### config.mk
export PLATFORM = sky130hd
export DESIGN_NAME = spi_slave_ctrl_flat
export DESIGN_NICKNAME = d
export VERILOG_FILES = /design/src/rtl/spi_slave_ctrl_if.sv /design/src/rtl/spi_slave_ctrl.sv /design/src/flat_wrapper.sv
export SDC_FILE = /design/constraint.sdc
export NUM_CORES = 1
export LEC_CHECK = 0
export CAP_MARGIN = 20
export CORE_ASPECT_RATIO = 0.8
export CORE_MARGIN = 2
export CORE_UTILIZATION = 54
export DETAILED_ROUTE_END_ITERATION = 10
export HOLD_SLACK_MARGIN = 0.06
export PLACE_DENSITY_LB_ADDON = 0.12
export SYNTH_ARGS = -nofsm -noshare
export SYNTH_HDL_FRONTEND = slang
export SYNTH_SLANG_ARGS = --single-unit
export TNS_END_PERCENT = 1
### constraint.sdc
create_clock -name clk -period 2.75 [get_ports clk]
set_clock_uncertainty 0.2 [all_clocks]
set_input_delay 0.4125 -clock clk [delete_from_list [all_inputs] [get_ports clk]]
set_output_delay 0.4125 -clock clk [all_outputs]
set_load 0.005 [all_outputs]
### src/rtl/spi_slave_ctrl_if.sv
// ============================================================================
//  Module   : spi_slave_ctrl_if
//  Brief    : SPI pins plus the RAM-side word/byte handshake of spi_slave_ctrl.
//             frame_err exists only when SPI_FRAME_ERR_EN is defined.
//  Revision : 1.0  initial release
// ============================================================================
`default_nettype none

interface spi_slave_ctrl_if #(
    parameter int RX_W = 10,
    parameter int TX_W = 8
);
    logic            SS_n;
    logic            MOSI;
    logic            MISO;
    logic [RX_W-1:0] rx_data;
    logic            rx_valid;
    logic [TX_W-1:0] tx_data;
    logic            tx_valid;
`ifdef SPI_FRAME_ERR_EN
    logic            frame_err;
`endif

    modport slave (
        input  SS_n, MOSI, tx_data, tx_valid,
`ifdef SPI_FRAME_ERR_EN
        output frame_err,
`endif
        output MISO, rx_data, rx_valid
    );

    modport master (
        output SS_n, MOSI, tx_data, tx_valid,
`ifdef SPI_FRAME_ERR_EN
        input  frame_err,
`endif
        input  MISO, rx_data, rx_valid
    );
endinterface

`default_nettype wire

### src/rtl/spi_slave_ctrl.sv
// ============================================================================
//  Module   : spi_slave_ctrl
//  Brief    : SPI slave front end: deserializes {cmd,byte} words for the RAM and
//             serializes the RAM read byte on MISO. Optional SPI_FRAME_ERR_EN
//             adds a one-cycle frame_err strobe on aborted frames.
//  Revision : 1.0  initial release
// ============================================================================
`default_nettype none

module spi_slave_ctrl #(
    parameter int RX_W = 10,
    parameter int TX_W = 8
) (
    input  wire logic       clk,
    input  wire logic       rst_n,
    spi_slave_ctrl_if.slave bus
);
    localparam int c_cnt_w = $clog2(RX_W + 1);
    localparam int c_txc_w = $clog2(TX_W + 2);
    localparam logic [c_cnt_w-1:0] c_rx_last = c_cnt_w'(RX_W - 1);
    localparam logic [c_cnt_w-1:0] c_rx_full = c_cnt_w'(RX_W);
    localparam logic [c_txc_w-1:0] c_tx_load = c_txc_w'(1);
    localparam logic [c_txc_w-1:0] c_tx_end  = c_txc_w'(TX_W + 1);

    localparam logic [2:0] c_idle      = 3'd0;
    localparam logic [2:0] c_chk_cmd   = 3'd1;
    localparam logic [2:0] c_write     = 3'd2;
    localparam logic [2:0] c_read_add  = 3'd3;
    localparam logic [2:0] c_read_data = 3'd4;

    logic [2:0]         state_q, state_d;
    logic [c_cnt_w-1:0] bit_cnt_q, bit_cnt_d;
    logic [RX_W-2:0]    rx_sr_q, rx_sr_d;
    logic [RX_W-1:0]    rx_data_q, rx_data_d;
    logic               rx_valid_q, rx_valid_d;
    logic               rd_addr_done_q, rd_addr_done_d;
    logic [TX_W-1:0]    tx_sr_q, tx_sr_d;
    logic [c_txc_w-1:0] tx_cnt_q, tx_cnt_d;
    logic               miso_q, miso_d;
`ifdef SPI_FRAME_ERR_EN
    logic               frame_err_q, frame_err_d;
`endif

    logic w_data_state;
    logic w_rx_done;

    assign w_data_state = (state_q == c_write) || (state_q == c_read_add) ||
                          (state_q == c_read_data);
    assign w_rx_done    = (bit_cnt_q == c_rx_full);

    always_ff @(posedge clk or negedge rst_n) begin
        if (!rst_n) begin
            state_q        <= c_idle;
            bit_cnt_q      <= '0;
            rx_sr_q        <= '0;
            rx_data_q      <= '0;
            rx_valid_q     <= 1'b0;
            rd_addr_done_q <= 1'b0;
            tx_sr_q        <= '0;
            tx_cnt_q       <= '0;
            miso_q         <= 1'b0;
`ifdef SPI_FRAME_ERR_EN
            frame_err_q    <= 1'b0;
`endif
        end else begin
            state_q        <= state_d;
            bit_cnt_q      <= bit_cnt_d;
            rx_sr_q        <= rx_sr_d;
            rx_data_q      <= rx_data_d;
            rx_valid_q     <= rx_valid_d;
            rd_addr_done_q <= rd_addr_done_d;
            tx_sr_q        <= tx_sr_d;
            tx_cnt_q       <= tx_cnt_d;
            miso_q         <= miso_d;
`ifdef SPI_FRAME_ERR_EN
            frame_err_q    <= frame_err_d;
`endif
        end
    end

    // The select bit is consumed here only to pick the path; it never enters the word.
    always_comb begin
        state_d = state_q;
        if (bus.SS_n) begin
            state_d = c_idle;
        end else begin
            case (state_q)
                c_idle:    state_d = c_chk_cmd;
                c_chk_cmd: begin
                    if (!bus.MOSI)          state_d = c_write;
                    else if (rd_addr_done_q) state_d = c_read_data;
                    else                    state_d = c_read_add;
                end
                c_write, c_read_add, c_read_data: state_d = state_q;
                default:   state_d = c_idle;
            endcase
        end
    end

    // tx_cnt: 0 = waiting for RAM byte, 1..TX_W = shifting, TX_W+1 = byte fully sent.
    always_comb begin
        bit_cnt_d      = bit_cnt_q;
        rx_sr_d        = rx_sr_q;
        rx_data_d      = rx_data_q;
        rx_valid_d     = 1'b0;
        rd_addr_done_d = rd_addr_done_q;
        tx_sr_d        = tx_sr_q;
        tx_cnt_d       = tx_cnt_q;
        miso_d         = miso_q;
        if (bus.SS_n || !w_data_state) begin
            bit_cnt_d = '0;
            tx_cnt_d  = '0;
            miso_d    = 1'b0;
        end else if (!w_rx_done) begin
            rx_sr_d   = {rx_sr_q[RX_W-3:0], bus.MOSI};
            bit_cnt_d = bit_cnt_q + 1'b1;
            if (bit_cnt_q == c_rx_last) begin
                rx_data_d  = {rx_sr_q, bus.MOSI};
                rx_valid_d = 1'b1;
                if (state_q == c_read_add)  rd_addr_done_d = 1'b1;
                if (state_q == c_read_data) rd_addr_done_d = 1'b0;
            end
        end else if (state_q == c_read_data) begin
            if (tx_cnt_q == '0) begin
                if (bus.tx_valid) begin
                    tx_sr_d  = bus.tx_data;
                    tx_cnt_d = c_tx_load;
                end
            end else if (tx_cnt_q != c_tx_end) begin
                miso_d   = tx_sr_q[TX_W-1];
                tx_sr_d  = {tx_sr_q[TX_W-2:0], 1'b0};
                tx_cnt_d = tx_cnt_q + 1'b1;
            end else begin
                miso_d = 1'b0;
            end
        end
    end

`ifdef SPI_FRAME_ERR_EN
    always_comb begin
        frame_err_d = bus.SS_n && w_data_state &&
                      (!w_rx_done || ((state_q == c_read_data) && (tx_cnt_q != c_tx_end)));
    end

    assign bus.frame_err = frame_err_q;
`endif

    assign bus.MISO     = miso_q;
    assign bus.rx_data  = rx_data_q;
    assign bus.rx_valid = rx_valid_q;

endmodule

`default_nettype wire

### src/flat_wrapper.sv
// flat-port wrapper written by rule: the top's interface ports become plain ports
module spi_slave_ctrl_flat 
#(
    parameter int RX_W = 10,
    parameter int TX_W = 8
)
  (clk, rst_n, bus_SS_n, bus_MOSI, bus_tx_data, bus_tx_valid, bus_MISO, bus_rx_data, bus_rx_valid);
  spi_slave_ctrl_if #(.RX_W(RX_W), .TX_W(TX_W)) bus_i ();
  input  wire logic clk;
  input  wire logic rst_n;
  input wire logic [$bits(bus_i.SS_n)-1:0] bus_SS_n;
  input wire logic [$bits(bus_i.MOSI)-1:0] bus_MOSI;
  input wire logic [$bits(bus_i.tx_data)-1:0] bus_tx_data;
  input wire logic [$bits(bus_i.tx_valid)-1:0] bus_tx_valid;
  output wire logic [$bits(bus_i.MISO)-1:0] bus_MISO;
  output wire logic [$bits(bus_i.rx_data)-1:0] bus_rx_data;
  output wire logic [$bits(bus_i.rx_valid)-1:0] bus_rx_valid;
  assign bus_i.SS_n = bus_SS_n;
  assign bus_i.MOSI = bus_MOSI;
  assign bus_i.tx_data = bus_tx_data;
  assign bus_i.tx_valid = bus_tx_valid;
  assign bus_MISO = bus_i.MISO;
  assign bus_rx_data = bus_i.rx_data;
  assign bus_rx_valid = bus_i.rx_valid;
  spi_slave_ctrl #(.RX_W(RX_W), .TX_W(TX_W)) u_core (.clk(clk), .rst_n(rst_n), .bus(bus_i));
endmodule
==> results.txt, run 1 <==
* Worst EP required: 2720 ps
* Number of warnings reported in the yosys synthesis log: 0
- After synthesis, the netlist uses 35 different library cells.
- Routed wire length on met3: 131 um
- Data arrives at the worst endpoint at 2370 ps.
* CTS root buffer: sky130_fd_sc_hd__clkbuf_8
- Highest achievable clock rate: 416 MHz
* Critical path type: flip-flop to flip-flop
- After the last flow step, the layout net total stands at 202.
- Combinational cell fraction of total power: 9.6%
- In this run the tightest slew margin relative to its limit is 40.3%.
- Via-to-Cell Ratio: 5.55
- The final route contains 1,254 vias.
* Final max-slew violation count: 0
* Share of synthesized flip-flops with an asynchronous set or reset: 100%
- Setup repair after global routing left no endpoint under its margin.
* Global-route congestion overflow total: 0
- Buffers placed on the I/O ports in this run total 24.
* Final weighted congestion in routability-driven placement: 0.788
* Maximum fanout along the worst path: 13
- Max-cap violations in this run came to 0.
- Counting every instance in the synthesized netlist gives 156.
* Internal power: 1.04 mW
- Total global-route track usage: 18.5%
* Number of CTS-inserted buffers: 5
- Routed signal wires occupy layers up through met4.
* Post-DRT Antenna Nets: 0
* Avg Inst Size Synth: 12.5 um2
- Result of the run: finished, final reports clean
- Met2 Routed Length: 1600 um
* Count of inserted antenna diode cells: 0
- In the final layout, the share of cells above drive strength 1 is 25.0%.
- Per report_power, the sequential group accounts for 53.7% of the total.
- The finished cells cover 2340 um2.
- At the pin with the least slew margin, the transition time is 895 ps.
- Deepest clock path buffer count: 2
* Residual DRC: 0
* Buffer count from post-CTS setup fixing: 0
- Layout-stage area growth over the synthesis result: 20.1%
* Class of the most critical hold timing path: input pin to asynchronous set/reset pin
* Sort of element at the start of the critical path: flip-flop
- Clock tree from TritonCTS: done
* Clock latency of the later-clocked register in the worst-skew pair: 290 ps
- STA classifies the critical path endpoint as a flip-flop.
* Net load switching power: 290 uW
- After floorplanning, the core was sized to cover 3450 um2.
- In the final routing, the length of wire on met1 measures 1550 um.
* Cells taking the most area after synthesis: sky130_fd_sc_hd__dfrtp_1 53%, sky130_fd_sc_hd__mux2_2 19%, sky130_fd_sc_hd__ha_1 3.9%, sky130_fd_sc_hd__nor2_1 1.7%, sky130_fd_sc_hd__a21oi_1 1.5%
* Reg-to-reg startpoint: u_core.bit_cnt_q[0]
- Final hold analysis gives a worst-case slack of 49.9 ps.
- The synthesized design contains 0 enable-type register cells.
- Level count of the clock H-tree: 2
- Number of gates resized after CTS: 0
- Cell type contributing the most total cell area after synthesis: sky130_fd_sc_hd__dfrtp_1
- Buffers inserted to repair hold after CTS numbered 0.
- The initial antenna violation count was 0.
* Most used cells in the layout excluding fill and tap cells: 41 x sky130_fd_sc_hd__dfrtp_1, 32 x sky130_fd_sc_hd__mux2_2, 23 x sky130_fd_sc_hd__clkdlybuf4s50_1, 9 x sky130_fd_sc_hd__nor2_1, 7 x sky130_fd_sc_hd__inv_1
- From left edge to right edge, the die measures 71.1 um.
* Leakage power total: 1.04 nW
- Counting every net in the synthesized netlist gives 175.
* Final setup vio count: 0
- Instance area after placement: 2220 um2
- Length of the first detailed-routing pass in iterations: 4
- In this run the biggest area consumer among cell types represents 52.7% of the synthesized area.
- Portion of total power attributed to the clock network: 36.7%
* Largest net degree at the start of global routing: 42
- Wire length per cell: 14.7 um
- In this run, synthesis produced a sequential element count of 41.
* Number of global-route vias before repair: 1,308
- Maximum vdd ir drop: 0.424 mV
- The first global-routing pass estimated 5830 um of wire.
* Final cell utilization of the core: 67.8%
- Top flip-flop cell by instance count after synthesis: sky130_fd_sc_hd__dfrtp_1
* Clock Sinks: 41
- The synthesized netlist occupies a cell area of 1950 um2.
- Number of top-level pins: 25
* Post-detail-place hpwl: 2390 um
- Die Height: 57.7 um
- After the first detailed-routing iteration, the DRC count stood at 67.
- Tracing the worst setup path back leads to its startpoint at u_core.bit_cnt_q[0].
* Number of hold violations in the final report: 0
- Dividing the final minimum period by the clock period gives 87.3%.
- Final setup TNS: 0 ps
- The final layout contains routed wiring with a total length of 3320 um.
- Post-layout min period: 2400 ps
- Portion of the post-synthesis area used by sequential elements: 52.7%
- Count of standard-cell rows: 19
- Power Density: 570 nW/um2
- The die covers 4100 um2.
- Clock transition time at the flip-flop clock pins of the worst setup and hold paths: 70 ps
- In this run switching power makes up 21.8% of total power.
- Once the floorplan was initialized, standard cells occupied 56.5% of the core.
- Most common cell after layout, fill and taps aside: sky130_fd_sc_hd__dfrtp_1
## Yosys cell counts (all sizes together), types with 3 or more instances
| master | n |
|---|---|
| a211oi | 4 |
| a21oi | 6 |
| buf | 3 |
| clkbuf | 3 |
| dfrtp | 41 |
| ha | 6 |
| inv | 7 |
| mux2 | 32 |
| nand2 | 4 |
| nand2b | 4 |
| nand3 | 3 |
| nor2 | 10 |
| nor3 | 4 |
| o21ai | 5 |
| xnor2 | 3 |
## state kept, by name (all words and copies together) (netlist names)
name and cells:
u_core.bit_cnt_q 4, u_core.rd_addr_done_q 1, u_core.bus.rx_valid 1, u_core.bus.MISO 1, u_core.rx_sr_q 9, u_core.tx_sr_q 8
u_core.bus.rx_data 10, u_core.state_q 3, u_core.tx_cnt_q 4
## metrics by stage
step           setup WS, ps  cells  power, mW
2_1_floorplan           458    156      0.800
4_1_cts                 351    226       1.35
5_1_grt                 257    226       1.40
3_5_place_dp            341    218      0.857
6_report                349    226       1.33
3_3_place_gp            397    218      0.845
## layer usage
layer / global-route usage (%) / up-vias
li1: - / 607
met1: 24.0 / 611
met2: 29.6 / 28
met3: 5.57 / 8
met4: 7.01 / 0
met5: 0 / -
## cell families after synthesis
group / count (synthesis) / share of synthesized area [%]
xor gates and xnor gates: 4 / 1.80
and+or+nand+nor: 36 / 11.8
muxes: 34 / 19.5
adders and majority gates: 6 / 3.86
DFF: 41 / 52.7
AOI/OAI and AO/OA: 22 / 7.52
buffers and inverters: 13 / 2.83
## worst max-delay path: stages, from the launching register on
cell and delay (ps):
sky130_fd_sc_hd__dfrtp_1 410, sky130_fd_sc_hd__inv_1 90, sky130_fd_sc_hd__ha_1 230, sky130_fd_sc_hd__or4bb_1 540
sky130_fd_sc_hd__a211oi_2 210, sky130_fd_sc_hd__buf_4 250, sky130_fd_sc_hd__mux2_2 360
## cell type report
| cell class | instances | area, um2 |
|---|---|---|
| clock inverters | 1 | 30.0 |
| fillers | 255 | 1110 |
| multi-input cells | 102 | 866 |
| inverters | 7 | 26.3 |
| well taps | 42 | 52.6 |
| flip-flops and latches | 41 | 1030 |
| clock buffers | 7 | 86.3 |
| repair buffers | 26 | 250 |
## worst paths after layout
path,end,slack [ps],depth (start not counted)
max,u_core.bus.rx_data[7],350,6
min,u_core.tx_sr_q[3],50,1
max reg2reg,u_core.bus.rx_data[7],350,6
min reg2reg,u_core.tx_sr_q[3],310,1
max in group asynchronous,u_core.bus.rx_data[1],1750,1
min in group clk,u_core.tx_sr_q[3],310,1
## power groups by stage
stage / combinational (mW) / sequential (mW) / clock (mW)
3_5_place_dp: 0.129 / 0.728 / 0
2_1_floorplan: 0.0893 / 0.710 / 0
5_1_grt: 0.142 / 0.726 / 0.527
4_1_cts: 0.129 / 0.716 / 0.501
6_report: 0.128 / 0.716 / 0.489
3_3_place_gp: 0.124 / 0.722 / 0
(Power assumes the default switching activity.)
==> run 2: changes to the inputs <==
- CELL_PAD_IN_SITES_DETAIL_PLACEMENT: default -> 0
- CELL_PAD_IN_SITES_GLOBAL_PLACEMENT: default -> 1
- CORE_MARGIN: 2 -> default
- CORE_UTILIZATION: 54 -> 44
==> run 2 against run 1 <==
Effect of this change:
- critical path depth did not move
- maximum frequency rose by 1.9%
- via count rose by 1.3%
- non-clock buffer count did not move
- global-route usage fell by 2.7 points
- core utilization fell by 12 points
- power fell by 1.2%
- combinational power barely moved
- largest cell class unchanged
- highest routed layer unchanged
==> results.txt, run 2 (synthesized netlist as in run 1, its figures left out) <==
- Result of the run: finished, final reports clean (unchanged)
- The number of filler cells placed in the layout is 365 (was 255).
- Post-Place Cells: 233 (was 218)
- The number of placement rows was 21 (was 19).
* Detailed router's first-iteration violation count: 61 (was 67)
- The cell area after layout came to 2350 um2 (was 2340 um2).
- Area of the multi-input gates: 866 um2 (unchanged)
- The largest net degree at the start of global routing is 42 (unchanged).
- The number of endpoints with negative hold slack in the final report came to 0 (unchanged).
- Buffer count from post-CTS setup fixing: 0 (unchanged)
- The wire length after detailed routing is 3340 um (was 3320 um).
- Combinational cell fraction of total power: 9.7% (was 9.6%)
* Post-route non-filler standard cell count: 241 (was 226)
* Number of cells on the worst reg-to-reg path: 6 (unchanged)
* Hold slack final: 41.3 ps (was 49.9 ps)
- Worst EP required: 2730 ps (was 2720 ps)
* Slew at the pin with the worst max-slew slack: 885 ps (was 895 ps)
- The smallest setup slack after layout is 395 ps (was 349 ps).
- The internal power component was 1.02 mW (was 1.04 mW).
* Number of antenna violations at the first check in global routing: 0 (unchanged)
* Endpoint kind of the worst setup timing path: flip-flop (unchanged)
- Post-layout min period: 2360 ps (was 2400 ps)
- The count of vias placed by the detailed router was 1,270 (was 1,254).
* Count of inserted antenna diode cells: 0 (unchanged)
* Storage cell area: 1030 um2 (unchanged)
- The element type at the critical path start is a flip-flop (unchanged).
- Final weighted congestion in routability-driven placement: 0.821 (was 0.788)
* Die Outline Area: 4700 um2 (was 4100 um2)
* CTS root buffer: sky130_fd_sc_hd__clkbuf_8 (unchanged)
- The net switching power figure is 298 uW (was 290 uW).
- The maximum clock insertion buffer count was 2 (unchanged).
- WP data arrival: 2330 ps (was 2370 ps)
- Layout-stage area growth over the synthesis result: 20.8% (was 20.1%)
* Clock latency of the later-clocked register in the worst-skew pair: 280 ps (was 290 ps)
- Worst reg2reg path endpoint: u_core.bus.rx_data[3] (was u_core.bus.rx_data[7])
- The source of the critical timing path was u_core.bit_cnt_q[0] (unchanged).
- Clock Sinks: 41 (unchanged)
* Number of buffers added to fix hold violations after cts: 0 (unchanged)
- The post-placement cell area is 2240 um2 (was 2220 um2).
- The path type of the worst setup path was flip-flop to flip-flop (unchanged).
- Leakage power total: 1.04 nW (about the same)
* Maximum fanout along the worst path: 13 (unchanged)
* Reg-to-reg startpoint: u_core.bit_cnt_q[0] (unchanged)
* Most common cell after layout, fill and taps aside: sky130_fd_sc_hd__dfrtp_1 (unchanged)
- The peak ir drop on the vdd network was 0.329 mV (was 0.424 mV).
* Residual DRC: 0 (unchanged)
- The net switching share of the total power came to 22.6% (was 21.8%).
- The sequential cell fraction of total power came to 54.2% (was 53.7%).
- The clock network power share is 36.0% (was 36.7%).
- Length of the first detailed-routing pass in iterations: 4 (unchanged)
* Max_slew headroom: 41.0% (was 40.3%)
- Number of flip-flops under the largest register name: 10 (unchanged)
- Most used cells in the layout excluding fill and tap cells: 41 x sky130_fd_sc_hd__dfrtp_1, 32 x sky130_fd_sc_hd__mux2_2, 23 x sky130_fd_sc_hd__clkdlybuf4s50_1, 9 x sky130_fd_sc_hd__nor2_1, 7 x sky130_fd_sc_hd__inv_1 (unchanged).
* Die Height: 61.5 um (was 57.7 um)
* Minimum setup slack among reg-to-reg paths: 390 ps (was 350 ps)
- The depth of the CTS H-tree is 2 (unchanged).
- Wire length per cell: 13.9 um (was 14.7 um)
- Share of the clock period used by the worst path: 85.7% (was 87.3%)
* Nets: 202 (unchanged)
- The average via count per standard cell came to 5.27 (was 5.55).
- The fraction of final layout cells with drive strength greater than 1 is 25.0% (unchanged).
* Total power after layout: 1.32 mW (was 1.33 mW)
- The leftover overflow at the end of global routing is 0 (unchanged).
- The clock-pin slew on the worst setup and hold paths came to 80 ps (was 70 ps).
* Number of gates resized after CTS: 0 (unchanged)
* Post-detail-place hpwl: 2310 um (was 2390 um)
* Post-DRT Antenna Nets: 0 (unchanged)
* Starting density of the core: 46.3% (was 56.5%)
- The clock tree from TritonCTS was done (unchanged).
* Final setup vio count: 0 (unchanged)
- Final cell utilization of the core: 55.9% (was 67.8%)
* Port buffer count: 24 (unchanged)
- First-pass GRT wire length: 5620 um (was 5830 um)
* Number of global-route vias before repair: 1,213 (was 1,308)
- Core Area: 4200 um2 (was 3450 um2)
* Highest achievable clock rate: 425 MHz (was 416 MHz)
- The horizontal die dimension was 76.4 um (was 71.1 um).
- Number of top-level pins: 25 (unchanged)
* Class of the most critical hold timing path: input pin to asynchronous set/reset pin (unchanged)
- The total global routing track utilization was 15.8% (was 18.5%).
* Final setup TNS: 0 ps (unchanged)
- The worst setup timing slack at the placement stage was 297 ps (was 341 ps).
- Setup repair after global routing missed its margin: false (unchanged)
- Max-cap violation count: 0 (unchanged)
- Final max-slew violation count: 0 (unchanged)
- Number of CTS-inserted buffers: 5 (unchanged)
* Power Density: 560 nW/um2 (was 570 nW/um2)
## run 2: power by group through the flow
| stage | combinational, mW | sequential [mW] | clock (mW) |
|---|---|---|---|
| after global placement | 0.125 | 0.723 | 0 |
| after floorplan | 0.0893 | 0.710 | 0 |
| after CTS | 0.130 | 0.714 | 0.493 |
| final | 0.128 | 0.714 | 0.475 |
| after detailed placement | 0.130 | 0.725 | 0 |
| after global routing | 0.141 | 0.722 | 0.516 |
## run 2: metal layers
metal	vias up	GRT usage, %	wire length (um)
met1	639	20.5	1610
met2	24	25.7	1580
li1	603	-	-
met4	0	7.14	33
met3	4	4.00	114
met5	-	0	0
## run 2: worst max-delay path, cell delays in order, from the launching register on
cell                       delay (ps)
sky130_fd_sc_hd__dfrtp_1          400
sky130_fd_sc_hd__inv_1             90
sky130_fd_sc_hd__ha_1             230
sky130_fd_sc_hd__or4bb_1          520
sky130_fd_sc_hd__a211oi_2         210
sky130_fd_sc_hd__buf_4            240
sky130_fd_sc_hd__mux2_2           350
## run 2: how the worst max path moves through the flow
| stage | end | slack (ps) | cells past startpoint |
|---|---|---|---|
| detailed placement | u_core.tx_sr_q[4] | 300 | 3 |
| CTS | u_core.bus.rx_data[3] | 380 | 6 |
| global placement | u_core.tx_sr_q[4] | 370 | 3 |
| global route | u_core.bus.rx_data[6] | 280 | 6 |
| floorplan | u_core.bus.rx_data[1] | 460 | 6 |
| finish | u_core.bus.rx_data[3] | 390 | 6 |
## run 2: area by class of cell
type / count / share of cell area (%)
flip-flops and latches: 41 / 43.6
multi-input cells: 102 / 36.8
repair buffers: 26 / 10.6
clock buffers: 6 / 3.09
well taps: 57 / 3.03
clock inverters: 2 / 1.65
inverters: 7 / 1.12
